$ cat src/rtl/calc_pkg.sv
// rtl/calc_pkg.sv - shared constants and debounce state encoding for calc_btn_cond
package calc_pkg;

  // Debounce FSM: STABLE waits for the synchronised input to differ,
  // CHANGING counts consecutive differing cycles.
  typedef enum logic {
    STABLE   = 1'b0,
    CHANGING = 1'b1
  } deb_state_t;

  // Default timing for a 100 MHz clock
  localparam int unsigned CLK_HZ              = 100_000_000;
  localparam int unsigned DEBOUNCE_CYCLES_DEF = 1_000_000;   // 10 ms
  localparam int unsigned REPEAT_DELAY_DEF    = 50_000_000;  // 500 ms
  localparam int unsigned REPEAT_PERIOD_DEF   = 20_000_000;  // 200 ms

  // Calculator button indices into the per-channel vectors
  localparam int unsigned BTN_L   = 0;
  localparam int unsigned BTN_C   = 1;
  localparam int unsigned BTN_R   = 2;
  localparam int unsigned BTN_D   = 3;
  localparam int unsigned NUM_BTN = 4;

  // Larger of two timing constants, used to size the repeat counter
  function automatic int unsigned max_u(int unsigned a, int unsigned b);
    return (a > b) ? a : b;
  endfunction

endpackage

$ cat src/rtl/btn_debounce.sv
// rtl/btn_debounce.sv - two-flop synchroniser plus counter/FSM debouncer for one button
module btn_debounce
  import calc_pkg::*;
#(
  parameter int unsigned DEBOUNCE_CYCLES = DEBOUNCE_CYCLES_DEF
) (
  input  logic clk,
  input  logic i_rst,
  input  logic i_raw,
  output logic o_stable,
  output logic o_flip
);

  localparam int unsigned CW = $clog2(DEBOUNCE_CYCLES);
  localparam logic [CW-1:0] CNT_LAST = CW'(DEBOUNCE_CYCLES - 1);

  logic          r_sync1;
  logic          r_sync2;
  logic          r_stable;
  logic [CW-1:0] r_cnt;
  deb_state_t    r_state;

  deb_state_t    w_state_next;
  logic [CW-1:0] w_cnt_next;
  logic          w_flip;

  // Synchroniser, counter, stable level and FSM state registers
  always_ff @(posedge clk) begin
    if (i_rst) begin
      r_sync1  <= 1'b0;
      r_sync2  <= 1'b0;
      r_stable <= 1'b0;
      r_cnt    <= '0;
      r_state  <= STABLE;
    end else begin
      r_sync1  <= i_raw;
      r_sync2  <= r_sync1;
      r_stable <= r_stable ^ w_flip;
      r_cnt    <= w_cnt_next;
      r_state  <= w_state_next;
    end
  end

  // Next state: count consecutive differing cycles, flip on the last one
  always_comb begin
    w_state_next = r_state;
    w_cnt_next   = '0;
    w_flip       = 1'b0;
    case (r_state)
      STABLE: begin
        if (r_sync2 != r_stable) begin
          w_cnt_next   = CW'(1);
          w_state_next = CHANGING;
        end
      end
      CHANGING: begin
        if (r_sync2 == r_stable) begin
          w_state_next = STABLE;
        end else if (r_cnt == CNT_LAST) begin
          w_flip       = 1'b1;
          w_state_next = STABLE;
        end else begin
          w_cnt_next = r_cnt + CW'(1);
        end
      end
      default: w_state_next = STABLE;
    endcase
  end

  assign o_stable = r_stable;
  assign o_flip   = w_flip;

endmodule

$ cat src/rtl/calc_btn_cond.sv
// rtl/calc_btn_cond.sv - button conditioning, execute strobe and op freeze; CALC_AUTOREPEAT_EN adds held-button repeat
module calc_btn_cond
  import calc_pkg::*;
#(
  parameter int unsigned DEBOUNCE_CYCLES = DEBOUNCE_CYCLES_DEF,
  parameter int unsigned REPEAT_DELAY    = REPEAT_DELAY_DEF,
  parameter int unsigned REPEAT_PERIOD   = REPEAT_PERIOD_DEF
) (
  input  logic clk,
  input  logic btnu,
  input  logic btnl_raw,
  input  logic btnc_raw,
  input  logic btnr_raw,
  input  logic btnd_raw,
  output logic btnl,
  output logic btnc,
  output logic btnr,
  output logic btnd_pulse,
  output logic btnd_held
);

  logic [NUM_BTN-1:0] w_raw;
  logic [NUM_BTN-1:0] w_stable;
  logic [NUM_BTN-1:0] w_flip;
  logic [NUM_BTN-1:0] w_stable_next;
  logic               w_d_rise;
  logic               w_fire;
  logic [2:0]         r_op;
  logic               r_pulse;

  assign w_raw[BTN_L] = btnl_raw;
  assign w_raw[BTN_C] = btnc_raw;
  assign w_raw[BTN_R] = btnr_raw;
  assign w_raw[BTN_D] = btnd_raw;

  for (genvar g = 0; g < NUM_BTN; g++) begin : g_deb
    btn_debounce #(
      .DEBOUNCE_CYCLES(DEBOUNCE_CYCLES)
    ) u_deb (
      .clk     (clk),
      .i_rst   (btnu),
      .i_raw   (w_raw[g]),
      .o_stable(w_stable[g]),
      .o_flip  (w_flip[g])
    );
  end

  // Value each stable level takes on this edge, so rise/capture line up with btnd_held
  assign w_stable_next = w_stable ^ w_flip;
  assign w_d_rise      = w_flip[BTN_D] & ~w_stable[BTN_D];

`ifdef CALC_AUTOREPEAT_EN
  localparam int unsigned RMAX = max_u(REPEAT_DELAY, REPEAT_PERIOD);
  localparam int unsigned RW   = $clog2(RMAX + 1);

  logic [RW-1:0] r_rep_cnt;
  logic          r_rep_first;
  logic          w_hold_on;
  logic          w_rep_fire;

  // btnd stays held across this edge (not rising, not falling)
  assign w_hold_on  = w_stable[BTN_D] & w_stable_next[BTN_D];
  assign w_rep_fire = w_hold_on &
                      (r_rep_first ? (r_rep_cnt == RW'(REPEAT_DELAY))
                                   : (r_rep_cnt == RW'(REPEAT_PERIOD)));

  // Repeat counter: cycles since the last strobe; first gap uses the delay, later gaps the period
  always_ff @(posedge clk) begin
    if (btnu) begin
      r_rep_cnt   <= '0;
      r_rep_first <= 1'b0;
    end else if (w_d_rise) begin
      r_rep_cnt   <= RW'(1);
      r_rep_first <= 1'b1;
    end else if (w_hold_on) begin
      if (w_rep_fire) begin
        r_rep_cnt   <= RW'(1);
        r_rep_first <= 1'b0;
      end else begin
        r_rep_cnt <= r_rep_cnt + RW'(1);
      end
    end else begin
      r_rep_cnt   <= '0;
      r_rep_first <= 1'b0;
    end
  end

  assign w_fire = w_d_rise | w_rep_fire;
`else
  assign w_fire = w_d_rise;
`endif

  // Execute strobe, one cycle per press (plus repeats when enabled)
  always_ff @(posedge clk) begin
    if (btnu) begin
      r_pulse <= 1'b0;
    end else begin
      r_pulse <= w_fire;
    end
  end

  // Op bits track while execute is released; the rising edge captures, then they hold
  always_ff @(posedge clk) begin
    if (btnu) begin
      r_op <= 3'b000;
    end else if (!w_stable[BTN_D]) begin
      r_op <= {w_stable_next[BTN_R], w_stable_next[BTN_C], w_stable_next[BTN_L]};
    end
  end

  assign btnl       = r_op[0];
  assign btnc       = r_op[1];
  assign btnr       = r_op[2];
  assign btnd_pulse = r_pulse;
  assign btnd_held  = w_stable[BTN_D];

endmodule

$ cat config.mk
export PLATFORM = sky130hd
export DESIGN_NAME = calc_btn_cond
export DESIGN_NICKNAME = d
export VERILOG_FILES = /design/src/rtl/calc_pkg.sv /design/src/rtl/btn_debounce.sv /design/src/rtl/calc_btn_cond.sv
export SDC_FILE = /design/constraint.sdc
export NUM_CORES = 1
export LEC_CHECK = 0
export CAP_MARGIN = 40
export CORE_AREA = 2 2 93 95
export CTS_CLUSTER_DIAMETER = 40
export CTS_CLUSTER_SIZE = 8
export DETAILED_ROUTE_END_ITERATION = 8
export DIE_AREA = 0 0 95 97
export PLACE_DENSITY_LB_ADDON = 0.25
export REMOVE_ABC_BUFFERS = 1
export SYNTH_ARGS = -nofsm -noshare
export SYNTH_HDL_FRONTEND = slang
export SYNTH_HIERARCHICAL = 1
export SYNTH_SLANG_ARGS = --single-unit
$ cat constraint.sdc
create_clock -name clk -period 1.85 [get_ports clk]
set_input_delay 0.37 -clock clk [delete_from_list [all_inputs] [get_ports clk]]
set_output_delay 0.37 -clock clk [all_outputs]
set_load 0.005 [all_outputs]
Word level (Yosys, flattened, before mapping)
Index checks and enable logic that the tools add are counted.
- flip-flop bits (word level): 100
- input port bits: 6
- output and inout bits: 5
- logic and storage cells: 93
- add/sub/neg operators: 4
- equal/unequal tests: 12
- multiplexer cells: 44
- bitwise gates (word level): 11
- operator list (operator ; number):
    two-way mux 20 bit ; 8
    case mux 20 bit (2 select lines) ; 4
    adder 20 x 1 -> 20 bit, second input constant ; 4
    equality test 20 bit, second input constant ; 4
    two-way mux 1 bit ; 28
    case mux 1 bit (2 select lines) ; 4
    NOT 1 bit ; 5
    equality test 1 bit ; 4
    != test 1 bit ; 4
    bitwise XOR 1 bit ; 4
    bitwise XOR 3 bit ; 1
    bitwise AND 1 bit ; 1

Longest topological paths before layout
Gate-level depths: netlist (run 1).
- depth in word-level cells: 5
- mapped depth: 7
- mapped depth without buffers: 7

Hierarchy
Netlist (run 1), hierarchy kept.
- by module, submodules not included (module ; times used ; cells each ; area each (µm²) ; seq. area each (µm²)):
    btn_debounce ; 4 ; 121 ; 1057.3 ; 480.5
    calc_btn_cond ; 1 ; 15 ; 158.9 ; 80.1

Worst setup path before layout (run 1)
OpenSTA, ideal clock, no wires.
- path kind: register to register
- start point: register g_deb[0].u_deb.r_cnt[0]
- end point: register r_op[0]
- setup time: 0.086 ns
- data arrival time: 1.613 ns
- data required time: 1.764 ns
- slack: 0.151 ns
- cell stages (with the launch flop): 8
- path buffers: 0
- period minus slack after synthesis: 1.699 ns
- cell sequence: dfxtp_1 > ha_1 > nand2_1 > nor4_1 > and3_1 > and2_1 > xnor2_1 > a211oi_1
- word-level cells in the longest chain between the ends: 5
- RTL lines (what ; RTL line ; source):
    start: declaration ; btn_debounce.sv:20 ; logic [CW-1:0] r_cnt;
    start signal: assignment ; btn_debounce.sv:39 ; r_cnt <= w_cnt_next;
    equality test 20 bit ; btn_debounce.sv:59 ; end else if (r_cnt == CNT_LAST) begin
    two-way mux 1 bit ; btn_debounce.sv:59 ;
    two-way mux 1 bit ; btn_debounce.sv:57 ; if (r_sync2 == r_stable) begin
    two-way mux 1 bit ; btn_debounce.sv:49 ; case (r_state)
    via w_flip[0] ; calc_btn_cond.sv:24 ; logic [NUM_BTN-1:0] w_flip;
    bitwise XOR 3 bit ; calc_btn_cond.sv:49 ; assign w_stable_next = w_stable ^ w_flip;
    end signal: assignment ; calc_btn_cond.sv:107 ; r_op <= {w_stable_next[BTN_R], w_stable_next[BTN_C], w_stable_next[BTN_L]};
    end: declaration ; calc_btn_cond.sv:28 ; logic [2:0] r_op;
The timed path passes the listed nets, and every way through them passes these cells.
A chain may end at the register's enable or synchronous reset.

Worst setup path after layout (run 1)
- start point: register g_deb[3].u_deb.r_stable
- end point: output port btnd_held
- RTL lines (what ; RTL line ; source):
    start: declaration ; btn_debounce.sv:19 ; logic r_stable;
    start signal: assignment ; btn_debounce.sv:38 ; r_stable <= r_stable ^ w_flip;
    end: declaration ; calc_btn_cond.sv:19 ; output logic btnd_held
No word-level cell between the ends.

==> results.yml, run 1 <==
power:
  pwr-share-comb: 0.014
  clockPowerShare: 0.390
  total_power_mw: 3.64
  p_sw_frac: 0.206
  p_int_mw: 2.89
  peakVddDrop_mv: 0.367
  p_seq_frac: 0.596
  p_leak_nw: 1.62
  powerDensity_nw_per_um2: 701
  p_switching_mw: 0.752
logic_synthesis:
  synth_top_flop_cell: "dfxtp_1"
  yosysMostFrequentCell: "dfxtp_1"
  syn_area_per_cell_um2: 8.79
  syn_area_um2: 4390
  async_flop_share: 0
  synth_top_area_share: 0.456
  synthTopCellsByArea: "dfxtp_1, xnor2_1, nor2_1"
  synth_top_cells_by_count: "dfxtp_1, nor2_1, xnor2_1"
  ys_seq_area_frac: 0.456
  ys_ff_latch: 100
  synth_cells: 499
  synth-edff-count: 0
  ys_warn_count: 6
  synth_cell_types: 30
  yosysTopAreaCell: "dfxtp_1"
cells_and_area:
  drive_gt1_frac: 0.135
  n_fill_cell: 673
  final_cell_area_um2: 5200
  diodes: 0
  area_delta_synth_final_pct: 18.4
  final_nets: 570
routing:
  maxUsedRoutingLayer: "met4"
  via_count: 3555
  firstDrtPassIters: 4
  drt-initial-drc-count: 81
  drt-wirelength-per-cell_um: 12.3
  wl_met2_mm: 3.90
  via_per_inst: 5.31
  wl_met3_um: 181
  met1_length_mm: 4.09
  remaining_drc_errors: 0
  totalWireLength_mm: 8.25
  ant_nets: 0
sta:
  finalCriticalPeriod_ns: 1.76
  rsz0062_at_grt: "true"
  timing.final.crit_share: 0.952
  setup_tns_ns: 0
  worst_pin_slew_ns: 0.336
  drv_slew: 0
  relSlewSlack: 0.774
  setup_viol: 0
  max_freq_ghz: 0.568
  hold_violations: 0
  fin_worst_skew_ns: 0.00889
setup_path:
  rrSetupSlack_ns: 0.10
  cpPeakStageDelay_ns: 0.55
  path_class: "reg -> out"
  cp.required_ns: 1.48
  crit_arrival_ns: 1.39
  crit_family: "buffers and inverters"
  cp_cell_sequence: "clkdlybuf4s50_1"
  crit_slowest_cell: "clkdlybuf4s50_1"
  worst-path-buf-inv: 1
  r2r_cells: 7
  cp-end-kind: "primary output"
  cp-start-kind: "register"
  r2r_end: "r_op[1]$_SDFFE_PP0N_"
  r2r_start: "g_deb[1].u_deb/r_cnt[0]$_SDFF_PP0_"
  path_max_fanout: 8
  cp.depth: 1
floorplan:
  coreArea_um2: 8130
  rows: 33
  die_area_um2: 9220
  start_util: 0.539
  io_pins: 11
  die_y_um: 97
  dieWidth_um: 95
run_status:
  status: "completed"
worst_hold_path:
  hp-start: "g_deb[3].u_deb/r_sync1$_SDFF_PP0_"
  min_path_cells: 1
  min_path_type: "reg -> reg"
  hold_end: "g_deb[3].u_deb/r_sync2$_SDFF_PP0_"
clock_network:
  cts-hold-fix-buffers: 0
  clk_latency_ns: 0.36
  cts_buffers: 9
  htreeDepth: 3
  clock_sinks: 100
  cts_buffer_depth: 2
  clk_pin_slew_ns: 0.09
  cts-root-buf: "clkbuf_8"
  cts_tree: "yes"
placement:
  gp_congestion: 0.820
  dp_hpwl_mm: 5.88
  portBuffers: 10
  placed_cell_area_um2: 4960
grt:
  grt_pass1_wl_mm: 14.7
  grt_pass1_vias: 3437
  grt_max_degree: 20
  antenna_found_initial: 0
  grt_use_total: 0.195
  overflow: 0
run:
  cap_violations: 0
## cells in the final DEF (no fill, tap or decap), types with 5 or more instances in the layout
cell type / Yosys / layout
or2_1: 4 / 5
nand2b_1: 12 / 12
dfxtp_1: 100 / 99
or3_1: 8 / 6
nand3_1: 24 / 24
a21oi_1: 20 / 20
or4_1: 16 / 16
xor2_1: 12 / 12
xnor2_1: 47 / 47
nor2_1: 72 / 72
a211oi_1: 7 / 7
nor2b_1: 11 / 11
inv_1: 25 / 25
o31ai_1: 16 / 16
nand2_1: 24 / 24
nor4_1: 16 / 14
nor3_1: 20 / 20
nand4_1: 12 / 12
clkbuf_8: 0 / 11
clkdlybuf4s50_1: 0 / 10
buf_4: 0 / 51
## worst max-delay path by stage
stage / from / to / slack, ns
2_1_floorplan: g_deb[0].u_deb/r_cnt[0]$_SDFF_PP0_ / r_op[0]$_SDFFE_PP0N_ / 0.15
3_3_place_gp: btnu / g_deb[2].u_deb/r_cnt[7]$_SDFF_PP0_ / 0.09
3_5_place_dp: g_deb[1].u_deb/r_cnt[0]$_SDFF_PP0_ / r_op[1]$_SDFFE_PP0N_ / 0.05
4_1_cts: g_deb[1].u_deb/r_cnt[0]$_SDFF_PP0_ / r_op[1]$_SDFFE_PP0N_ / 0.04
5_1_grt: g_deb[1].u_deb/r_cnt[0]$_SDFF_PP0_ / r_op[1]$_SDFFE_PP0N_ / -0.03
6_report: g_deb[3].u_deb/o_stable$_SDFF_PP0_ / btnd_held / 0.09
## cells by family (layout without fill, tap and decap cells)
| family | count (synthesis) | count (layout) | share of synthesized area |
|---|---|---|---|
| xor+xnor | 59 | 59 | 0.118 |
| flops | 100 | 100 | 0.456 |
| mux | 4 | 4 | 0.00912 |
| fa+ha+maj | 4 | 4 | 0.0114 |
| compound gates | 51 | 51 | 0.0747 |
| simple gates | 244 | 244 | 0.296 |
| buf+inv | 37 | 103 | 0.0351 |
## per-layer routing
layer,GRT usage,vias up
met1,0.257,1666
li1,-,1853
met3,0.0280,5
met4,0.0847,0
met5,0,-
met2,0.314,31
## area by class of cell
cell class                      instances  area [um2]  share of cell area
Clock buffer                           12         155              0.0299
Clock inverter                          4        47.5             0.00915
Inverter                               25        93.8              0.0181
Multi-Input combinational cell        362        2260               0.435
Sequential cell                       100        2000               0.385
Tap cell                              105         131              0.0253
Timing Repair Buffer                   62         503              0.0968
## through the flow
step	cells	hold WS, ns	util	setup slack [ns]
2_1_floorplan	487	0.414	-	0.151
4_1_cts	670	0.452	0.635	0.0361
3_3_place_gp	654	0.420	0.610	0.0938
5_1_grt	670	0.457	0.639	-0.0340
3_5_place_dp	654	0.432	0.610	0.0450
6_report	670	0.445	0.639	0.0881
## flip-flops by register name (all words and copies together), names as in the netlist
register	cells
g_deb.u_deb/r_sync2	4
g_deb.u_deb/r_state	4
g_deb.u_deb/o_stable	4
g_deb.u_deb/r_sync1	4
btnd_pulse	1
r_op	3
g_deb.u_deb/r_cnt	80
## power groups by stage
stage / logic (mW) / registers, mW / clock network (mW)
finish: 0.0525 / 2.17 / 1.42
global route: 0.0589 / 2.17 / 1.55
CTS: 0.0534 / 2.17 / 1.46
detailed placement: 0.0531 / 2.22 / 0
global placement: 0.0519 / 2.22 / 0
floorplan: 0.0195 / 2.22 / 0
## timing repair
action	4_1_cts	5_1_grt
endpoints found under the setup margin	0	8
gates resized for setup	0	7
buffers inserted	0	0
Power figures use the tool's default switching activity.
==> inputs of run 2 (changes only) <==
--- a/config.mk
+++ b/config.mk
@@ -6,13 +6,14 @@
 export NUM_CORES = 1
 export LEC_CHECK = 0
 export CAP_MARGIN = 40
-export CORE_AREA = 2 2 93 95
+export CORE_AREA = 2 2 89 91
 export CTS_CLUSTER_DIAMETER = 40
 export CTS_CLUSTER_SIZE = 8
 export DETAILED_ROUTE_END_ITERATION = 8
-export DIE_AREA = 0 0 95 97
+export DIE_AREA = 0 0 91 93
 export PLACE_DENSITY_LB_ADDON = 0.25
 export REMOVE_ABC_BUFFERS = 1
+export SLEW_MARGIN = 20
 export SYNTH_ARGS = -nofsm -noshare
 export SYNTH_HDL_FRONTEND = slang
 export SYNTH_HIERARCHICAL = 1
==> run 2 against run 1 <==
- sequential power barely moved
- non-clock buffer count rose by 1
- flip-flop and latch count did not move
- critical path depth rose by 3
- sequential share of layout area fell by 0.38 points
- clock power rose by 15%
==> results.yml, run 2 (synthesis gave the netlist of run 1 again) <==
setup_path:
  crit_arrival_ns: 2.04
  cp-end-kind: "register"
  cp.required_ns: 2.14
  path_class: "reg -> reg"
  path_max_fanout: 8
  cp-start-kind: "register"
routing:
  ant_nets: 0
  drt-wirelength-per-cell_um: 12.7
  remaining_drc_errors: 0
  via_per_inst: 5.33
  firstDrtPassIters: 4
  totalWireLength_mm: 8.50
  drt-initial-drc-count: 109
  via_count: 3559
cells_and_area:
  final_cell_area_um2: 5250
  n_fill_cell: 616
  layout_common_cells: "dfxtp_1, nor2_1, buf_4"
  final_common_cell: "dfxtp_1"
  final_util: 0.698
  area_delta_synth_final_pct: 19.7
  largest_register: "g_deb.u_deb/r_cnt"
  drive_gt1_frac: 0.141
  largest_register_ff_count: 80
  final_nets: 571
  final_cells: 668
  diodes: 0
worst_hold_path:
  min_path_type: "reg -> reg"
sta:
  fin_worst_skew_ns: 0.00952
  drv_slew: 0
  worst_pin_slew_ns: 0.393
  timing.final.crit_share: 0.943
  finalCriticalPeriod_ns: 1.75
  holdWs_ns: 0.446
  max_freq_ghz: 0.573
  setup_ws_ns: 0.105
  relSlewSlack: 0.735
  hold_violations: 0
  rsz0062_at_grt: "false"
  setup_viol: 0
  setup_tns_ns: 0
floorplan:
  die_y_um: 93
  io_pins: 11
  start_util: 0.583
  rows: 32
  coreArea_um2: 7530
  dieWidth_um: 91
  die_area_um2: 8460
clock_network:
  cts-root-buf: "clkbuf_8"
  cts_tree: "yes"
  clk_pin_slew_ns: 0.10
  clk_latency_ns: 0.35
  cts_buffers: 9
  clock_sinks: 100
  cts_setup_buffers: 0
  htreeDepth: 3
  cts_buffer_depth: 2
grt:
  grt_pass1_wl_mm: 15.1
  grt_max_degree: 20
  antenna_found_initial: 0
  overflow: 0
  grt_pass1_vias: 3483
  grt_use_total: 0.216
run_status:
  status: "completed"
placement:
  portBuffers: 10
  placed_cell_area_um2: 4970
  dp_slack_ns: 0.0267
  dp_hpwl_mm: 5.84
  gp_congestion: 0.803
  place_inst: 652
power:
  total_power_mw: 3.85
  p_int_mw: 3.09
  pwr-share-comb: 0.014
  p_seq_frac: 0.563
  clockPowerShare: 0.423
  p_sw_frac: 0.197
  peakVddDrop_mv: 0.523
  p_leak_nw: 1.62
  powerDensity_nw_per_um2: 734
  p_switching_mw: 0.760
run:
  cap_violations: 0
-- run 2: changes by cell type in the layout (fill, tap and decap cells not counted), sizes merged --
cell,delta
buf,+1
bufinv,+2
clkinvlp,+2
clkinv,-2
clkbuf,-2
-- run 2: critical path, stage by stage, from the launching register on --
cell and delay [ns]:
dfxtp_1 0.44, nand4_2 0.12, or3_1 0.47, or4_1 0.51
a21oi_1 0.15
-- run 2: final timing paths --
check	start	endpoint	slack, ns	cells past startpoint
setup reg to reg	g_deb[0].u_deb/r_cnt[8]$_SDFF_PP0_	g_deb[0].u_deb/r_cnt[17]$_SDFF_PP0_	0.10	4
setup / recovery	g_deb[0].u_deb/r_cnt[8]$_SDFF_PP0_	g_deb[0].u_deb/r_cnt[17]$_SDFF_PP0_	0.10	4
hold / removal	g_deb[0].u_deb/r_sync1$_SDFF_PP0_	g_deb[0].u_deb/r_sync2$_SDFF_PP0_	0.45	1
hold reg to reg	g_deb[0].u_deb/r_sync1$_SDFF_PP0_	g_deb[0].u_deb/r_sync2$_SDFF_PP0_	0.45	1
-- run 2: timing repair --
action                                  in CTS  in global routing
endpoints found under the setup margin       0                  8
gates resized for setup                      0                  9
hold endpoints to repair                     0                  0
hold buffers                                 0                  0
-- run 2: layout make-up --
| type | count | area (um2) | area share |
|---|---|---|---|
| clock buffers | 10 | 128 | 0.0243 |
| clock inverters | 6 | 113 | 0.0214 |
| inverters | 25 | 93.8 | 0.0179 |
| multi-input cells | 362 | 2280 | 0.433 |
| flip-flops and latches | 100 | 2000 | 0.382 |
| well taps | 102 | 128 | 0.0243 |
| repair buffers | 63 | 510 | 0.0972 |
-- run 2: power by group through the flow --
stage | clock, mW | combinational, mW | sequential [mW]
2_1_floorplan | 0 | 0.0195 | 2.22
3_3_place_gp | 0 | 0.0500 | 2.22
3_5_place_dp | 0 | 0.0519 | 2.22
4_1_cts | 1.66 | 0.0526 | 2.17
5_1_grt | 1.75 | 0.0597 | 2.17
6_report | 1.63 | 0.0522 | 2.17
-- run 2: layer usage --
| layer | share of wire | track usage | up-vias |
|---|---|---|---|
| met1 | 0.49 | 0.286 | 1655 |
| li1 | - | - | 1857 |
| met4 | 0.0080 | 0.0732 | 0 |
| met2 | 0.48 | 0.362 | 40 |
| met3 | 0.022 | 0.0363 | 7 |
| met5 | 0 | 0 | - |
==> inputs of run 3 (changes only) <==
--- a/config.mk
+++ b/config.mk
@@ -6,15 +6,15 @@
 export NUM_CORES = 1
 export LEC_CHECK = 0
 export CAP_MARGIN = 40
-export CORE_AREA = 2 2 89 91
+export CORE_AREA = 2 2 125 127
 export CTS_CLUSTER_DIAMETER = 40
 export CTS_CLUSTER_SIZE = 8
 export DETAILED_ROUTE_END_ITERATION = 8
-export DIE_AREA = 0 0 91 93
+export DIE_AREA = 0 0 127 129
+export GPL_ROUTABILITY_DRIVEN = 0
 export PLACE_DENSITY_LB_ADDON = 0.25
 export REMOVE_ABC_BUFFERS = 1
 export SLEW_MARGIN = 20
 export SYNTH_ARGS = -nofsm -noshare
 export SYNTH_HDL_FRONTEND = slang
-export SYNTH_HIERARCHICAL = 1
 export SYNTH_SLANG_ARGS = --single-unit
==> run 3 against run 2 <==
- clock power rose by 17%
- critical path type unchanged
- critical endpoint is now g_deb[1].u_deb.r_cnt[18]$_SDFF_PP0_
- worst hold slack improved by 0.0026 ns
- global-route usage fell by 9.9 points
- critical path depth rose by 1
- clock skew fell by 0.0015 ns
- final cell count rose by 10%
- utilization fell by 34 points
- register-to-register slack improved by 0.02 ns
- design area rose by 2.0%
- first-iteration DRC count rose by 29%
- power rose by 7.2%
==> results.yml, run 3 <==
clock_network:
  cts_tree: "yes"
  clk_latency_ns: 0.35
  cts_buffer_depth: 2
  cts-hold-fix-buffers: 0
  clock_sinks: 100
  cts_buffers: 9
  clk_pin_slew_ns: 0.07
  htreeDepth: 3
  cts-root-buf: "clkbuf_16"
cells_and_area:
  final_common_cell: "dfxtp_1"
  diodes: 0
  area_delta_synth_final_pct: 21.9
  drive_gt1_frac: 0.146
  layout_common_cells: "dfxtp_1, nor2_1, buf_4"
  largest_register_ff_count: 80
  final_cells: 737
  largest_register: "g_deb.u_deb.r_cnt"
  final_nets: 555
floorplan:
  die_area_um2: 16400
  io_pins: 11
  start_util: 0.293
  coreArea_um2: 15000
  rows: 45
  die_y_um: 129
  dieWidth_um: 127
logic_synthesis:
  synth_top_flop_cell: "dfxtp_1"
  synth_top_cells_by_count: "dfxtp_1, nor2_1, xor2_1"
  synth_cells: 493
  synth_simple_gate_area_frac: 0.297
  syn_area_per_cell_um2: 8.91
  synthAdderAreaFrac: 0.0142
  synth_top_family_by_area: "simple AND/OR/NAND/NOR gates"
  synthXorXnorAreaFrac: 0.104
  synth-edff-count: 0
  ys_seq_area_frac: 0.456
  muxShareOfSynthArea: 0
  yosysMostFrequentCell: "dfxtp_1"
  async_flop_share: 0
  synth_compound_area_frac: 0.104
  ys_warn_count: 0
  synth_top_area_share: 0.456
  ys_ff_latch: 100
  synth_cell_types: 41
  syn_area_um2: 4390
  yosysTopAreaCell: "dfxtp_1"
  synthTopCellsByArea: "dfxtp_1, xor2_1, nor2_1"
placement:
  portBuffers: 10
  place_inst: 717
  dp_hpwl_mm: 6.51
routing:
  firstDrtPassIters: 4
  totalWireLength_mm: 9.24
  via_per_inst: 4.98
  remaining_drc_errors: 0
  via_count: 3673
  ant_nets: 0
  drt-initial-drc-count: 141
  drt-wirelength-per-cell_um: 12.5
sta:
  max_freq_ghz: 0.579
  timing.final.crit_share: 0.933
  setup_viol: 0
  hold_violations: 0
  fin_worst_skew_ns: 0.00800
  relSlewSlack: 0.673
  finalCriticalPeriod_ns: 1.73
  worst_pin_slew_ns: 0.484
  drv_slew: 0
  setup_tns_ns: 0
  rsz0062_at_grt: "false"
setup_path:
  path_class: "reg -> reg"
  cp-start-kind: "register"
  rrSetupSlack_ns: 0.12
  worst-path-buf-inv: 0
  r2r_cells: 5
  r2r_end: "g_deb[1].u_deb.r_cnt[18]$_SDFF_PP0_"
  crit_slowest_cell: "or4_2"
  path_max_fanout: 3
  crit_arrival_ns: 1.97
  crit_family: "simple AND/OR/NAND/NOR gates"
  r2r_start: "g_deb[1].u_deb.r_cnt[0]$_SDFF_PP0_"
  cp-end-kind: "register"
  cp_cell_sequence: "ha_2, nand4_1, or4_2, o21ai_0, a21oi_1"
  cpPeakStageDelay_ns: 0.69
  cp.required_ns: 2.10
power:
  p_leak_nw: 1.73
  peakVddDrop_mv: 0.395
  powerDensity_nw_per_um2: 771
run:
  cap_violations: 0
grt:
  grt_pass1_wl_mm: 15.7
  grt_use_total: 0.118
  grt_max_degree: 20
  overflow: 0
  antenna_found_initial: 0
  grt_pass1_vias: 3451
worst_hold_path:
  min_path_type: "reg -> reg"
  min_path_cells: 1
  hp-start: "g_deb[2].u_deb.r_sync1$_SDFF_PP0_"
  hold_end: "g_deb[2].u_deb.r_sync2$_SDFF_PP0_"
run_status:
  status: "completed"
==> run 3: where the power goes <==
part	leakage (nW)	switching (mW)	internal, mW
Clock	0.147	0.855	1.06
Sequential	0.808	0.00729	2.16
Combinational	0.770	0.0227	0.0251
==> run 3: per-layer routing <==
| metal | global-route usage | share of wire |
|---|---|---|
| met1 | 0.148 | 0.48 |
| met2 | 0.191 | 0.47 |
| met3 | 0.0308 | 0.027 |
| met4 | 0.0543 | 0.021 |
| met5 | 0 | 0 |
==> run 3: cell families after synthesis <==
logic type	Yosys count
AND/OR/NAND/NOR	243
flip-flops	100
adder cells (fa/ha/maj)	5
buffers and inverters	25
XOR/XNOR	52
AO/OA/AOI/OAI	68
==> run 3: repair_timing <==
| item | CTS | global route |
|---|---|---|
| gates resized for setup | 0 | 12 |
| endpoints found under the setup margin | 0 | 35 |
| setup buffers | 0 | 3 |
==> run 3: per-stage QoR <==
step / hold slack [ns] / setup slack, ns / util / total power, mW / area [um2]
finish: 0.449 / 0.124 / 0.358 / 4.13 / 5360
global route: 0.474 / 0.00354 / 0.358 / 4.30 / 5360
floorplan: 0.414 / 0.0151 / - / 2.24 / 4320
global placement: 0.438 / 0.0831 / 0.332 / 2.27 / 4980
CTS: 0.455 / 0.0190 / 0.352 / 4.18 / 5280
detailed placement: 0.436 / 0.0359 / 0.332 / 2.27 / 4980
==> run 3: worst max-delay path by stage <==
stage | from | end | slack, ns | cells after the start
floorplan | g_deb[1].u_deb.r_cnt[0]$_SDFF_PP0_ | g_deb[1].u_deb.r_cnt[19]$_SDFF_PP0_ | 0.02 | 5
finish | g_deb[1].u_deb.r_cnt[0]$_SDFF_PP0_ | g_deb[1].u_deb.r_cnt[18]$_SDFF_PP0_ | 0.12 | 5
CTS | g_deb[1].u_deb.r_cnt[1]$_SDFF_PP0_ | g_deb[1].u_deb.r_cnt[17]$_SDFF_PP0_ | 0.02 | 6
global placement | g_deb[1].u_deb.r_cnt[1]$_SDFF_PP0_ | g_deb[1].u_deb.r_cnt[11]$_SDFF_PP0_ | 0.08 | 6
global route | g_deb[1].u_deb.r_cnt[0]$_SDFF_PP0_ | r_op[1]$_SDFFE_PP0N_ | 0.004 | 5
detailed placement | g_deb[1].u_deb.r_cnt[1]$_SDFF_PP0_ | g_deb[1].u_deb.r_cnt[17]$_SDFF_PP0_ | 0.04 | 6
==> run 3: layout make-up <==
| class | count | area, um2 |
|---|---|---|
| Timing Repair Buffer | 56 | 462 |
| Tap cell | 188 | 235 |
| Clock inverter | 7 | 73.8 |
| Sequential cell | 100 | 2000 |
| Fill cell | 1521 | 9620 |
| Inverter | 9 | 33.8 |
| Clock buffer | 9 | 225 |
| Multi-Input combinational cell | 368 | 2320 |
